**config.mk**
```make
export PLATFORM = sky130hd
export DESIGN_NAME = parking_gate_arbiter
export DESIGN_NICKNAME = d
export VERILOG_FILES = /design/src/rtl/parking_gate_arbiter.sv
export SDC_FILE = /design/constraint.sdc
export NUM_CORES = 1
export LEC_CHECK = 0
export ABC_CLOCK_PERIOD_IN_PS = 2400
export CAP_MARGIN = 20
export CORE_AREA = 2 2 47 49
export CTS_CLUSTER_DIAMETER = 100
export DETAILED_ROUTE_END_ITERATION = 10
export DIE_AREA = 0 0 49 51
export GPL_TIMING_DRIVEN = 0
export PLACE_DENSITY = 0.75
export SETUP_SLACK_MARGIN = 0.5
export SYNTH_ARGS = -nofsm -noshare
export SYNTH_HDL_FRONTEND = slang
export SYNTH_SLANG_ARGS = --single-unit
```
**constraint.sdc**
```tcl
create_clock -name clk -period 2.4 [get_ports clk]
set_clock_uncertainty 0.1 [all_clocks]
set_input_delay 0.72 -clock clk [delete_from_list [all_inputs] [get_ports clk]]
set_output_delay 0.72 -clock clk [all_outputs]
set_load 0.1 [all_outputs]
```
**src/rtl/parking_gate_arbiter.sv**
```systemverilog
// Single-barrier arbiter for a car park: alternates the gate between the entrance
// lane (via password check) and the exit lane, and tracks occupancy against CAPACITY.
module parking_gate_arbiter #(
  parameter int unsigned CAPACITY         = 8,
  parameter int unsigned CNT_W            = 4,
  parameter int unsigned GATE_OPEN_CYCLES = 16,
  parameter int unsigned PASS_TIMEOUT     = 64,
  parameter int unsigned TIMER_W          = 8
) (
  input  logic             clk,
  input  logic             reset,
  input  logic             entry_req,
  input  logic             exit_req,
  input  logic             pass_valid,
  input  logic             pass_ok,
  output logic             gate_open,
  output logic             grant_entry,
  output logic             grant_exit,
  output logic             GREEN_LED,
  output logic             RED_LED,
  output logic             pass_fail,
  output logic [CNT_W-1:0] occupancy,
  output logic             full,
  output logic             empty
);

  typedef enum logic [2:0] {
    IDLE,
    WAIT_PASS,
    OPEN_IN,
    OPEN_OUT,
    REJECT
  } state_t;

  typedef enum logic {
    LANE_ENTRY,
    LANE_EXIT
  } lane_t;

  localparam logic [TIMER_W-1:0] GATE_LAST = TIMER_W'(GATE_OPEN_CYCLES - 1);
  localparam logic [TIMER_W-1:0] PASS_LAST = TIMER_W'(PASS_TIMEOUT - 1);
  localparam logic [CNT_W-1:0]   CAP       = CNT_W'(CAPACITY);

  state_t             state;
  lane_t              last_served;
  logic [TIMER_W-1:0] timer;
  logic               eligible_in;
  logic               eligible_out;

  assign full         = (occupancy == CAP);
  assign empty        = (occupancy == '0);
  assign eligible_in  = entry_req & ~full;
  assign eligible_out = exit_req & ~empty;

  // Every branch that changes state also clears the timer; otherwise it free-runs.
  always_ff @(posedge clk) begin
    if (reset) begin
      state       <= IDLE;
      timer       <= '0;
      occupancy   <= '0;
      last_served <= LANE_ENTRY;
    end else begin
      timer <= timer + 1'b1;
      case (state)
        IDLE: begin
          if (eligible_in && (!eligible_out || last_served == LANE_EXIT)) begin
            state <= WAIT_PASS;
            timer <= '0;
          end else if (eligible_out) begin
            state <= OPEN_OUT;
            timer <= '0;
          end
        end
        WAIT_PASS: begin
          if (pass_valid) begin
            state <= pass_ok ? OPEN_IN : REJECT;
            timer <= '0;
            if (!pass_ok) last_served <= LANE_ENTRY;
          end else if (!entry_req || timer == PASS_LAST) begin
            state <= IDLE;
            timer <= '0;
          end
        end
        OPEN_IN: begin
          if (timer == GATE_LAST) begin
            state       <= IDLE;
            timer       <= '0;
            occupancy   <= occupancy + 1'b1;
            last_served <= LANE_ENTRY;
          end
        end
        OPEN_OUT: begin
          if (timer == GATE_LAST) begin
            state       <= IDLE;
            timer       <= '0;
            occupancy   <= occupancy - 1'b1;
            last_served <= LANE_EXIT;
          end
        end
        REJECT: begin
          if (timer == GATE_LAST) begin
            state       <= IDLE;
            timer       <= '0;
            last_served <= LANE_ENTRY;
          end
        end
        default: begin
          state <= IDLE;
          timer <= '0;
        end
      endcase
    end
  end

  // pass_fail marks the first REJECT cycle, i.e. the cycle after the failing verdict.
  always_comb begin
    gate_open   = (state == OPEN_IN) || (state == OPEN_OUT);
    grant_entry = (state == WAIT_PASS) || (state == OPEN_IN);
    grant_exit  = (state == OPEN_OUT);
    GREEN_LED   = (state == OPEN_IN) || (state == OPEN_OUT);
    RED_LED     = (state == WAIT_PASS) || (state == REJECT);
    pass_fail   = (state == REJECT) && (timer == '0);
  end

endmodule
```
==> flow_metrics.tcl, run 1 <==
set metrics [dict create \
    run_status "finished clean" \
    htreeDepth 1 \
    slew_headroom_pct 64.92 \
    cp.required_ns 1.58 \
    synth_seq_cells 16 \
    grt_max_degree 11 \
    power_frac_clock_pct 8.3 \
    worstSetupEndpointType "output port" \
    drtIter0Drc 24 \
    rsz0062_at_grt "true" \
    final_common_cell "buf_4" \
    final_max_slew_viol_count 0 \
    ys_seq_area_share_pct 33.55 \
    synth_area_um2 954.7 \
    worst_slew_pin_slew_ns 0.5194 \
    layout_common_cells "buf_4 (23), buf_6 (10), nor2_1 (10)" \
    fin_nets 169 \
    num_rows 17 \
    min_period_ns 2.331 \
    cp.arrival_ns 1.51 \
    root_buffer "clkbuf_4" \
    dp_cells 154 \
    synth_top_flop_cell "dfxtp_1" \
    grt_pass1_vias 1043 \
    syn_avg_cell_area_um2 8.679 \
    drc 0 \
    seqPwrFrac_pct 17.3 \
    setup_slack_ns 0.06900 \
    vias 1010 \
    area_growth_pct 84.27 \
    synth_nets 121 \
    overflow 0 \
    peakVddDrop_uv 1404 \
    cts_made_buffers 3 \
    chipWidth_um 49 \
    routabilityCongestion 0.7373 \
    powerDensity_nw_per_um2 1047 \
    fin_cells 185 \
    drtPass1Iterations 4 \
    ios 18 \
    p_sw_uw 870.6 \
    setup_viol 0 \
    hold_class "reg -> reg" \
    num_antenna_cells 0 \
    wirelength_mm 3.030 \
    wl_per_cell_um 16.38 \
    cap_violations 0 \
    fp.dieH_um 51 \
    fin_crit_sh_pct 97.13 \
    core_area_um2 2063 \
    dp_hpwl_mm 1.604 \
    leakagePower_nw 0.7107 \
    synth_edf_count 0 \
    intPower_uw 970.4 \
    start_util_pct 46.27 \
    max_freq_mhz 429.0 \
    clkSinkCount 16 \
    synthArstFlopShare_pct 0 \
    antenna_found_initial 0 \
    synth_cell_type_count 39 \
    combPwrFrac_pct 74.4 \
    dpl_worst_slack_ns -0.6284 \
    io_buffers 16 \
    path_class "reg -> out" \
    cts_tree "done" \
    ant_nets 0 \
    final-hold-violation-count 0 \
    drive_gt1_share_pct 57.96 \
    grt_pass1_wl_mm 4.588 \
    path_max_fanout 7 \
    clk_pin_slew_ns 0.10 \
    clk_latency_ns 0.29 \
    clockBufferDepth 2 \
    via_per_inst 5.459 \
    synthCells 110 \
    grt.total_usage_pct 23.97 \
    switching_share_pct 47.29 \
    cp-start-kind "register" \
    yosys_warnings 0 \
    dieArea_um2 2499 \
]
-- final cells by class --
cell class / count / area, um2
clock inverter: 1 / 3.754
timing repair buffer: 43 / 452.9
clock buffer: 3 / 22.52
tap: 28 / 35.03
sequential: 16 / 347.8
buffer: 5 / 73.82
multi-input combinational: 81 / 789.5
inverter: 8 / 33.78
fill: 106 / 304.0
-- cells by family (layout without fill, tap and decap cells) --
logic type	after synthesis	in the layout	share of synthesized area, %
AND/OR/NAND/NOR	45	45	25.56
XOR/XNOR	11	11	10.09
buffers and inverters	13	60	5.635
flip-flops	16	16	33.55
multiplexers	2	2	2.097
adder cells (fa/ha/maj)	5	5	7.340
AO/OA/AOI/OAI	18	18	15.73
-- metal layers --
metal,up-vias,global-route usage (%),part of all wire (%)
li1,479,-,-
met4,0,10.95,2.6
met1,487,26.96,41
met5,-,0,0
met3,10,3.509,3.5
met2,34,44.75,53
-- Yosys cell counts, types with 2 or more instances --
cell type | number | share of area, %
and3_1 | 2 | 1.3
ha_1 | 4 | 5.2
nor2b_1 | 3 | 2.0
a21o_1 | 2 | 1.6
xnor2_1 | 8 | 7.3
nand3_1 | 3 | 1.6
a21oi_1 | 5 | 2.6
nand3b_1 | 2 | 1.6
inv_1 | 8 | 3.1
a211oi_1 | 2 | 1.6
dfxtp_1 | 16 | 34
nor2_1 | 20 | 7.9
mux2i_1 | 2 | 2.1
nand4_1 | 2 | 1.3
xor2_1 | 3 | 2.8
nand2_1 | 2 | 0.79
nor3_1 | 3 | 1.6
clkbuf_1 | 2 | 0.79
-- worst paths after layout --
path                                from      endpoint  slack, ns  cells after the start
worst max register to register  state[1]  occupancy[3]       0.20                     11
worst min-delay path            timer[0]      timer[0]       0.44                      2
worst max-delay path            state[0]     pass_fail       0.07                      5
worst min register to register  timer[0]      timer[0]       0.44                      2
-- power groups by stage --
stage	registers [mW]	clock network (mW)	logic (mW)
2_1_floorplan	0.313	0	0.714
3_3_place_gp	0.316	0	0.852
3_5_place_dp	0.318	0	0.863
4_1_cts	0.316	0.152	1.20
5_1_grt	0.323	0.165	1.42
6_report	0.318	0.153	1.37
-- stage by stage --
step                util, %  area (um2)  power (mW)  hold WS, ns  setup TNS [ns]
floorplan                 -        1081       1.027       0.3299         -0.5776
global placement      61.86        1276       1.168       0.3504          -2.804
detailed placement    61.86        1276       1.181       0.3537          -2.955
CTS                   78.90        1628       1.670       0.4211               0
global route          85.26        1759       1.911       0.4624               0
finish                85.26        1759       1.841       0.4402               0
-- state kept, by name (all words and copies together), names as in the netlist --
name / flops
last_served: 1
state: 3
timer: 8
occupancy: 4
-- timing repair --
item | 4_1_cts | 5_1_grt
buffers inserted | 24 | 3
hold buffers | 0 | 0
gates resized for setup | 115 | 22
pin swaps | 17 | 14
setup endpoints to repair | 27 | 24
-- worst max-delay path, cell delays in order (launching register included) --
cell	delay, ns
dfxtp_1	0.33
clkbuf_8	0.17
nor2_4	0.17
nand4_1	0.19
nor2_4	0.18
buf_12	0.18
Power figures use the tool's default switching activity.
==> inputs of run 2 (changes only) <==
HOLD_SLACK_MARGIN = 0.02   (was unset)
==> results of run 2 <==
Final layout, timing and power as in run 1 (identical DEF).
==> inputs of run 3 (changes only) <==
ABC_CLOCK_PERIOD_IN_PS = 2900   (was 2400)
HOLD_SLACK_MARGIN = 0.03   (was 0.02)
clock period = 2.9 ns   (was 2.4 ns; I/O delays follow)
==> run 3 against run 2 <==
Effect of this change: final cell count is 12% lower; cell area fell by 24%; sequential power down 20%; clock power fell by 16%; via count is 14% lower; largest power group unchanged.
==> flow_metrics.tcl, run 3 (same netlist as run 1, synthesis figures left out) <==
set metrics [dict create \
    via_per_inst 5.337 \
    htreeDepth 1 \
    final_common_cell "nor2_1" \
    peakVddDrop_uv 716.6 \
    drtIter0Drc 11 \
    final-hold-violation-count 0 \
    grt_use_met3_pct 1.754 \
    antenna_found_initial 0 \
    grt.total_usage_pct 18.19 \
    run_status "finished clean" \
    max_freq_mhz 407.6 \
    largest_register "timer" \
    io_buffers 16 \
    drtPass1Iterations 4 \
    layout_common_cells "nor2_1 (16), buf_4 (11), xnor2_1 (8), dfxtp_1 (8), inv_1 (7)" \
    clkSinkCount 16 \
    clk_pin_slew_ns 0.10 \
    busiest_layer "met2" \
    start_util_pct 46.27 \
    leakagePower_nw 0.5226 \
    fp.dieH_um 51 \
    ant_nets 0 \
    dieArea_um2 2499 \
    globalRouteMet1Util_pct 21.61 \
    routabilityCongestion 0.7601 \
    hold_class "reg -> reg" \
    cts_hold_buf 0 \
    grt_max_degree 11 \
    dp_hpwl_mm 1.544 \
    root_buffer "clkbuf_4" \
    cp.arrival_ns 1.48 \
    cts_made_buffers 3 \
    fin_util_pct 65.19 \
    cap_violations 0 \
    vias 870 \
    reg.largest.list "timer (8), occupancy (4), state (3)" \
    dpl_worst_slack_ns -0.2539 \
    min_period_ns 2.453 \
    grt_pass1_vias 838 \
    fin_nets 147 \
    cts_tree "done" \
    wl_per_cell_um 13.07 \
    cp-start-kind "register" \
    setup_viol 0 \
    setup_slack_ns 0.4467 \
    fin_crit_sh_pct 84.60 \
    chipWidth_um 49 \
    wirelength_mm 2.131 \
    grt_pass1_wl_mm 3.532 \
    area_growth_pct 40.89 \
    grtUsageMet2_pct 32.19 \
    ff_latch_area_um2 337.8 \
    num_antenna_cells 0 \
    core_area_um2 2063 \
    overflow 0 \
    fill_cells 181 \
    num_rows 17 \
    worst_slew_pin_slew_ns 0.5446 \
    final_max_slew_viol_count 0 \
    drive_gt1_share_pct 37.04 \
    drc 0 \
    slew_headroom_pct 63.86 \
    cp.required_ns 1.93 \
    clk_latency_ns 0.29 \
    largest_reg_flops 8 \
    worstSetupEndpointType "output port" \
    rsz0062_at_grt "true" \
    multi_input_area_um2 670.6 \
    path_max_fanout 3 \
    path_class "reg -> out" \
    powerDensity_nw_per_um2 847.8 \
    clockBufferDepth 2 \
    ios 18 \
]
-- run 3: worst paths after layout --
path             from        end  slack (ns)  cells past startpoint
max          timer[7]  pass_fail        0.45                      3
max reg2reg  timer[0]   state[1]        0.64                      6
min reg2reg  timer[0]   timer[0]        0.38                      1
min          timer[0]   timer[0]        0.38                      1
-- run 3: where the power goes --
part / internal [mW] / leakage, nW / total, mW / switching [mW]
logic: 0.253 / 0.373 / 0.757 / 0.505
registers: 0.241 / 0.135 / 0.254 / 0.0130
clock network: 0.0536 / 0.0150 / 0.129 / 0.0756
total: 0.547 / 0.523 / 1.14 / 0.593
-- run 3: what timing repair did --
action / 4_1_cts / 5_1_grt
pin swaps: 0 / 4
setup endpoints to repair: 12 / 3
buffers inserted: 2 / 3
resized for setup: 65 / 10
-- run 3: metal layers --
layer	up-vias	wire, um
met5	-	0
met4	0	44
met3	6	50
met2	17	1102
met1	415	934
li1	432	-
-- run 3: critical path: stages (launching register included) --
cell and delay (ns):
dfxtp_2 0.34, or4_4 0.55, nor2_4 0.12, buf_12 0.18
-- run 3: through the flow --
| step | instance area [um2] | power [mW] | hold slack [ns] | cells | TNS, ns |
|---|---|---|---|---|---|
| floorplan | 1056 | 0.8211 | 0.3299 | 110 | 0 |
| global placement | 1251 | 0.9378 | 0.3491 | 154 | -0.5282 |
| detailed placement | 1251 | 0.9489 | 0.3609 | 154 | -0.5992 |
| CTS | 1294 | 1.091 | 0.3827 | 160 | 0 |
| global route | 1345 | 1.193 | 0.3913 | 163 | 0 |
| finish | 1345 | 1.140 | 0.3757 | 163 | 0 |
-- run 3: layout make-up --
type,count,share of cell area [%]
clock buffer,4,1.953
multi-input combinational,81,49.86
sequential,16,25.12
timing repair buffer,21,15.16
inverter,8,2.512
buffer,5,2.791
tap,28,2.605
==> RTL edit: new RTL, settings of run 2 <==
Set the parameter `TIMER_W` to 7 (it was 8).
--- a/src/rtl/parking_gate_arbiter.sv
+++ b/src/rtl/parking_gate_arbiter.sv
@@ -6,5 +6,5 @@
   parameter int unsigned GATE_OPEN_CYCLES = 16,
   parameter int unsigned PASS_TIMEOUT     = 64,
-  parameter int unsigned TIMER_W          = 8
+  parameter int unsigned TIMER_W          = 7
 ) (
   input  logic             clk,
Check against the original RTL: no difference found for any inputs over 10 cycles, from zero or initial values and one cycle with reset high; that may be too few to reach the edited logic, so the function may still have changed.
==> RTL edit against run 2 <==
  * Non-clock buffer count decreased by 11
  * Power down 9.3%
  * Cell area is 8.6% lower
  * Synthesized area down 1.4%
  * Critical path depth is 1 lower
  * Register-to-register slack improved by 0.04 ns
  * Wire length is 9.3% lower
  * First-iteration DRC count down 42%
  * Setup slack improved by 0.042 ns
  * Sequential cell count decreased by 1
  * Critical path type unchanged
==> RTL edit: results (changes against run 2) <==
Leakage 0.590 nW (was 0.711 nW); GRT met2 Usage 0.402 (was 0.447); Clock Tree Buf Depth 2 (unchanged); Net Sw Power 0.785 mW (was 0.871 mW); met1 Resource Use GR 0.227 (was 0.270); vias in the first global route 1007 (was 1043); CTS Buf Count 3 (unchanged); ANT nets after route 0 (unchanged); compound-gate portion of the synthesized area 0.185 (was 0.157); Async S/R FF share, synth 0 (unchanged); mean number of vias per cell 5.56 (was 5.46); top flop regs timer: 7 flops, occupancy: 4 flops, state: 3 flops (was timer: 8 flops, occupancy: 4 flops, state: 3 flops); Synth Net Count 124 (was 121); worst reg2reg startpoint state[1] (unchanged); GR Util met3 0.0614 (was 0.0351); commonest cells in the netlist dfxtp_1 (15), nor2_1 (12), a21oi_1 (11), inv_1 (8), xnor2_1 (6) (was nor2_1 (20), dfxtp_1 (16), inv_1 (8), xnor2_1 (8), a21oi_1 (5)); Synth area leaders dfxtp_1 (32%), a21oi_1 (5.9%), xnor2_1 (5.6%), ha_1 (5.3%), nor2_1 (4.8%) (was dfxtp_1 (34%), nor2_1 (7.9%), xnor2_1 (7.3%), ha_1 (5.2%), inv_1 (3.1%)); Yosys cell types 41 (was 39); Worst Hold Depth 1 (was 2); post-synthesis mux area share 0.0106 (was 0.0210); setup slack, reg-to-reg 0.24 ns (was 0.20 ns); Post-Synth Adder-Cell Area 0.0745 (was 0.0734); WL met2 1510 µm (was 1590 µm); Worst Path Arrival 1.47 ns (was 1.51 ns); Top Layer Used met4 (unchanged); WL/cell 15.6 µm (was 16.4 µm); first-pass GRT wire length 4250 µm (was 4590 µm); Pint 0.885 mW (was 0.970 mW); DR WL met3 125 µm (was 107 µm); # Post-CTS Setup Buffers 9 (was 24); post-CTS sizing 103 (was 115); CP max stage cell dfxtp_2 (was dfxtp_1); Layout Nets 160 (was 169); gr usage total 0.225 (was 0.240); 1st-iter DRT viols 14 (was 24); Hold Slack 0.384 ns (was 0.440 ns); routability cong. 0.927 (was 0.737); Clock Power Share 0.087 (was 0.083); Crit Path Max Fanout 10 (was 7); Synth Area in XOR/XNOR 0.0838 (was 0.101); critical path's largest stage delay 0.40 ns (was 0.33 ns); Top Family by Delay on Critical Path buffers and inverters (was simple AND/OR/NAND/NOR gates); Clk Tree Root Cell clkbuf_4 (unchanged); Worst-Margin Slew 0.623 ns (was 0.519 ns); Synth Flop Type dfxtp_1 (unchanged); input/output buffers 16 (unchanged); status completed (unchanged); crit path from state[2] (was state[0]); Seq pwr share 0.185 (was 0.173); layout cells sized above 1 0.493 (was 0.580); Peak supply drop 0.672 mV (was 1.40 mV); hpwl dp 1660 µm (was 1600 µm); Seq/Total Area, Yosys 0.319 (was 0.336); wire length on met1 1030 µm (was 1250 µm)
[RTL edit: cell count changes after synthesis, moves of 2 or more]
cell	run 2	this run
nor2_1	20	12
a21oi_1	5	11
o21ai_0	1	5
or3_1	0	3
and3_1	2	0
nand2_1	2	4
xnor2_1	8	6
[RTL edit: cell type report]
cell class / instances / area (µm²)
clock inverters: 1 / 5.00
inverters: 8 / 33.8
fillers: 154 / 455
well taps: 28 / 35.0
plain buffers: 6 / 86.3
multi-input cells: 84 / 768
repair buffers: 31 / 335
clock buffers: 3 / 22.5
flip-flops and latches: 15 / 322
[RTL edit: metrics by stage]
stage | worst slack (ns) | setup TNS, ns | area (µm²) | std cells
6_report | 0.111 | 0 | 1610 | 176
3_3_place_gp | -0.600 | -2.88 | 1320 | 157
2_1_floorplan | -0.221 | -1.18 | 1130 | 113
4_1_cts | 0.125 | 0 | 1520 | 170
3_5_place_dp | -0.608 | -2.98 | 1320 | 157
5_1_grt | 0.0522 | 0 | 1610 | 176
